$ cat config.mk
export PLATFORM = sky130hd
export DESIGN_NAME = wb_regfile
export DESIGN_NICKNAME = d
export VERILOG_FILES = /design/src/rtl/pipe_pkg.sv /design/src/rtl/wb_sel.sv /design/src/rtl/wb_regfile.sv
export SDC_FILE = /design/constraint.sdc
export NUM_CORES = 2
export LEC_CHECK = 0
export BUFFER_PORTS_ARGS = -buffer_cell sky130_fd_sc_hd__buf_2
export CORE_ASPECT_RATIO = 0.6
export CORE_MARGIN = 5
export CORE_UTILIZATION = 35
export CTS_CLUSTER_SIZE = 25
export DETAILED_ROUTE_END_ITERATION = 8
export PLACE_DENSITY = 0.56
export SYNTH_ARGS = -nofsm -noshare
export SYNTH_HDL_FRONTEND = slang
export SYNTH_SLANG_ARGS = --single-unit
$ cat constraint.sdc
create_clock -name clk_i -period 4.3 [get_ports clk_i]
set_clock_uncertainty 0.15 [all_clocks]
set_input_delay 0.215 -clock clk_i [delete_from_list [all_inputs] [get_ports clk_i]]
set_output_delay 0.215 -clock clk_i [all_outputs]
set_load 0.005 [all_outputs]
$ cat src/rtl/pipe_pkg.sv
// Shared pipeline definitions: RegDst codes, instruction field positions, bubble encoding.
// Latency: n/a (constants only).
// Backpressure: n/a.
package pipe_pkg;

  // RegDst codes carried in the MEM/WB bundle
  localparam logic [1:0] REGDST_RT   = 2'b00;
  localparam logic [1:0] REGDST_RD   = 2'b01;
  localparam logic [1:0] REGDST_LINK = 2'b10;
  localparam logic [1:0] REGDST_RSVD = 2'b11;

  // Register-index fields of the 32-bit instruction word
  localparam int RS_MSB = 25;
  localparam int RS_LSB = 21;
  localparam int RT_MSB = 20;
  localparam int RT_LSB = 16;
  localparam int RD_MSB = 15;
  localparam int RD_LSB = 11;

  // An all-zero instruction word is a pipeline bubble
  localparam logic [31:0] BUBBLE_INSTR = 32'h0;

endpackage

$ cat src/rtl/wb_sel.sv
// Write-back selection: resolves destination index, write data and write enable.
// Latency: purely combinational.
// Backpressure: none; the result is valid whenever its inputs are.
module wb_sel
  import pipe_pkg::*;
#(
  parameter int DATA_W   = 32,
  parameter int ADDR_W   = 5,
  parameter int LINK_REG = 31
) (
  input  logic [RT_MSB-RD_LSB:0] dst_fields,  // instr[20:11]: rt field down to rd field
  input  logic [DATA_W-1:0]      mem_res,
  input  logic [DATA_W-1:0]      link_res,
  input  logic [1:0]             reg_dst,
  input  logic                   reg_write,
  output logic                   wb_en,
  output logic [ADDR_W-1:0]      wb_addr,
  output logic [DATA_W-1:0]      wb_data
);

  localparam int RT_OFS = RT_LSB - RD_LSB;

  // Decode RegDst into a destination index and pick the write data source
  always_comb begin
    wb_addr = '0;
    wb_data = mem_res;
    case (reg_dst)
      REGDST_RT:   wb_addr = ADDR_W'(dst_fields[RT_MSB-RD_LSB:RT_OFS]);
      REGDST_RD:   wb_addr = ADDR_W'(dst_fields[RD_MSB-RD_LSB:0]);
      REGDST_LINK: begin
        wb_addr = ADDR_W'(LINK_REG);
        wb_data = link_res;
      end
      default:     wb_addr = '0;  // reserved code never writes
    endcase
  end

  // Index 0 is hardwired to zero, so a write aimed there is dropped here
  assign wb_en = reg_write && (reg_dst != REGDST_RSVD) && (wb_addr != '0);

endmodule

$ cat src/rtl/wb_regfile.sv
// Write-back stage register file: 32-entry GPR array, two async read ports, retire counter.
// Latency: writes land on the clock edge and are readable the next cycle (same cycle with WB_BYPASS_EN).
// Backpressure: none; every MEM/WB bundle is consumed the cycle it is presented.
module wb_regfile
  import pipe_pkg::*;
#(
  parameter int DATA_W   = 32,
  parameter int ADDR_W   = 5,
  parameter int LINK_REG = 31,
  parameter int CNT_W    = 32
) (
  input  logic              clk_i,
  input  logic              rst_i,
  input  logic [31:0]       instr_i,
  input  logic [DATA_W-1:0] mem_res_i,
  input  logic [DATA_W-1:0] link_res_i,
  input  logic [1:0]        reg_dst_i,
  input  logic              reg_write_i,
  input  logic [ADDR_W-1:0] rs_addr_i,
  input  logic [ADDR_W-1:0] rt_addr_i,
  output logic [DATA_W-1:0] rs_data_o,
  output logic [DATA_W-1:0] rt_data_o,
  output logic              wb_en_o,
  output logic [ADDR_W-1:0] wb_addr_o,
  output logic [DATA_W-1:0] wb_data_o,
  output logic [CNT_W-1:0]  retire_cnt_o
);

  localparam int NREGS = 2 ** ADDR_W;

  logic [DATA_W-1:0] regs [NREGS];

  wb_sel #(
    .DATA_W   (DATA_W),
    .ADDR_W   (ADDR_W),
    .LINK_REG (LINK_REG)
  ) u_wb_sel (
    .dst_fields (instr_i[RT_MSB:RD_LSB]),
    .mem_res    (mem_res_i),
    .link_res   (link_res_i),
    .reg_dst    (reg_dst_i),
    .reg_write  (reg_write_i),
    .wb_en      (wb_en_o),
    .wb_addr    (wb_addr_o),
    .wb_data    (wb_data_o)
  );

  // Commit the resolved write; reset clears the whole array and wins over any write
  always_ff @(posedge clk_i) begin
    if (rst_i) begin
      for (int i = 0; i < NREGS; i++) begin
        regs[i] <= '0;
      end
    end else if (wb_en_o) begin
      regs[wb_addr_o] <= wb_data_o;
    end
  end

  // Count every non-bubble instruction leaving the pipe; wraps naturally at full scale
  always_ff @(posedge clk_i) begin
    if (rst_i) begin
      retire_cnt_o <= '0;
    end else if (instr_i != BUBBLE_INSTR) begin
      retire_cnt_o <= retire_cnt_o + 1'b1;
    end
  end

  // Read port A: index 0 reads zero; optional same-cycle forward of the pending write
  always_comb begin
    rs_data_o = regs[rs_addr_i];
`ifdef WB_BYPASS_EN
    if (wb_en_o && (rs_addr_i == wb_addr_o)) rs_data_o = wb_data_o;
`endif
    if (rs_addr_i == '0) rs_data_o = '0;
  end

  // Read port B: same rules as port A
  always_comb begin
    rt_data_o = regs[rt_addr_i];
`ifdef WB_BYPASS_EN
    if (wb_en_o && (rt_addr_i == wb_addr_o)) rt_data_o = wb_data_o;
`endif
    if (rt_addr_i == '0) rt_data_o = '0;
  end

endmodule

==> summary.txt <==
Synth Flop Type: edfxtp_1
Status: completed
Switching share of power: 0.257
Post-synth EDFFs: 1,000
Crit path DAT: 2.85 ns
Post-CTS setup buffer count: 0
Most common cell in the netlist: nor2_1
Yosys reg bits: 1,032
Sequential fraction of the synthesis area: 0.578
CP endpoint kind: primary output
GRT overflow: 0
Initial antenna violation count: 3
Vias in the first global route: 35,710
Minimum clock period: 3.21 ns
Clk_lat worst skew: 0.71 ns
Setup violations, final: 0
Share of flip-flops with an asynchronous set or reset: 0
Fmax: 0.311 GHz
DR pass1 iterations: 6
Die width: 513 um
Req. time, crit path: 3.93 ns
Combinational share of power: 0.137
Clock slew at reported path FFs: 0.07 ns
Fraction of layout cells with a size suffix above 1: 0.290
Period utilization: 0.747
H-Tree Depth: 3
Final core occ: 0.410
Gpl congestion: 0.897
First-pass GRT wire length: 259 mm
Vias per Instance: 5.96
CTS Root Cell: clkbuf_16
Max VDD drop: 0.307 mV
Crit-path max FO: 65
Routed Antenna Nets: 0
Dpl hpwl: 117 mm
Delay-heaviest family, CP: buffers and inverters
Crit-path max cell delay: 0.61 ns
Worst Hold Class: in -> reg
Worst slew margin: 0.220
Post-route insts no fill: 6,159
Nets: 4,180
DRC viols: 0
Io pins: 245
Synth top area cells: edfxtp_1, mux4_2, nor2_1
Final Hold Fails: 0
Placed cells: 5,907
WL final: 181 mm
Sequential Area: 30,700 um2
Mapped cell area: 53,000 um2
Total Die Area: 160,000 um2
Sequential Power Share: 0.496
Initial Util: 0.353
FP Rows: 110
Multi-input logic area: 21,200 um2
Worst setup SP type: primary input
Largest net degree at the start of global routing: 74
Hold Slack: 0.0510 ns
Synth Instances: 3,849
Crit-path cells: buf_8, buf_12, mux4_2, a22oi_1, a221oi_1, buf_2
Internal power: 17.7 mW
Pwr Density: 388 nW/um2
Chip Height: 312 um
Mapped Avg Cell Area: 13.8 um2
Yosys top cell area share: 0.566
Max-cap viol count: 0
Clock Tree Buf Depth: 3
Num CTS Buffers: 96
RSZ-0062 raised after global routing: false
Post-synth top cells: nor2_1, edfxtp_1, mux4_2
IO buf count: 244
Sw power: 6.14 mW
Area leader, netlist: edfxtp_1
WS Path Type: in -> out
Area Growth Syn to Fin: 16.1%
Core area: 150,000 um2
1st-iter DRT viols: 5,066
# fillers: 13,819
Pleak: 21.5 nW
# diodes: 0
Clock Power Share: 0.367
Buf/Inv on CP: 3
Slew @ Worst Pin: 1.15 ns
CTS tree: yes
Total negative slack: 0 ns
Worst path slowest cell: buf_8
GRT Overall Usage: 0.221
Yosys warns: 0
Clock tree sinks: 1,032
Per-cell routed wire length: 29.3 um
Cell variety after synth: 52
Vias: 36,719
Max-slew violations: 0
state kept, by name (all words and copies together) (netlist names):
register and cells:
regs 1000, retire_cnt_o 32
per-stage QoR:
stage / power [mW] / instance area, um2 / worst slack (ns)
floorplan: 13.8 / 53100 / 1.53
global placement: 15.2 / 57700 / 0.995
detailed placement: 15.2 / 57700 / 0.938
CTS: 24.0 / 61600 / 1.15
global route: 24.6 / 61600 / 0.975
finish: 23.9 / 61600 / 1.09
per-layer routing:
| layer | track usage | vias to the layer above | share of wire |
|---|---|---|---|
| met5 | 0.00685 | - | 0.00084 |
| met4 | 0.0538 | 2 | 0.025 |
| met3 | 0.0482 | 259 | 0.11 |
| met2 | 0.318 | 2395 | 0.43 |
| met1 | 0.339 | 19016 | 0.43 |
| li1 | - | 15047 | - |
worst register-to-register path: stages, from the launching register on:
cell and delay (ns):
dfxtp_1 0.44, nand4_2 0.27, nor4_2 0.81, o211ai_1 0.46, or3_2 0.52, a21oi_1 0.15
power groups by stage:
stage | Sequential (mW) | Clock, mW | Combinational (mW)
floorplan | 11.9 | 0 | 1.89
global placement | 12.0 | 0 | 3.17
detailed placement | 12.0 | 0 | 3.18
CTS | 11.8 | 8.90 | 3.27
global route | 11.9 | 9.31 | 3.43
finish | 11.8 | 8.77 | 3.27
layout make-up:
type | count | share of cell area
Multi-Input combinational cell | 2380 | 0.345
Tap cell | 2016 | 0.0410
Timing Repair Buffer | 518 | 0.0637
Sequential cell | 1032 | 0.498
Clock inverter | 52 | 0.00837
Clock buffer | 121 | 0.0416
Inverter | 40 | 0.00244
cell usage in the layout, fill, tap and decap left out, types with 5 or more instances in the layout:
cell           count
nor2_1          1066
edfxtp_1        1000
mux4_2           456
buf_2            237
nand2_1          172
buf_4            165
mux2i_1          129
clkbuf_16         99
dlygate4sd3_1     79
mux2_2            56
a221oi_1          54
o2111a_1          53
a21oi_1           50
inv_1             40
o21ai_0           38
dfxtp_1           32
a22oi_1           31
nand2_2           31
nand2b_2          31
buf_12            31
mux2i_4           28
clkbuf_1          22
a221o_1           21
o2111ai_1         20
clkinv_1          19
o211ai_1          18
xor2_1            18
clkinv_2          14
and3_1            13
nor4_1            11
bufinv_16         10
conb_1             8
nor2b_4            6
and2_1             5
or3_1              5
or3_2              5
logic make-up after synthesis:
kind of cell,Yosys count,synth area share
buffers and inverters,444,0.0332
other,1,0.0000707
adders and majority gates,1,0.000236
DFF,1032,0.578
and+or+nand+nor,1380,0.104
muxes,673,0.236
AOI/OAI and AO/OA,297,0.0447
xor gates and xnor gates,21,0.00347
repair_timing:
item / in CTS / in global routing
gates resized for setup: 0 / 0
hold endpoints to repair: 543 / 0
hold buffers: 79 / 0
worst paths after layout:
path	start	to	slack [ns]	cells after the start
worst min-delay path	link_res_i[17]	regs[30][17]	0.05	3
worst max register to register	retire_cnt_o[4]	retire_cnt_o[18]	1.43	5
worst min register to register	retire_cnt_o[31]	retire_cnt_o[31]	0.34	2
worst max-delay path	rs_addr_i[0]	rs_data_o[5]	1.09	6
No activity file was read; power rests on OpenSTA's default activity.
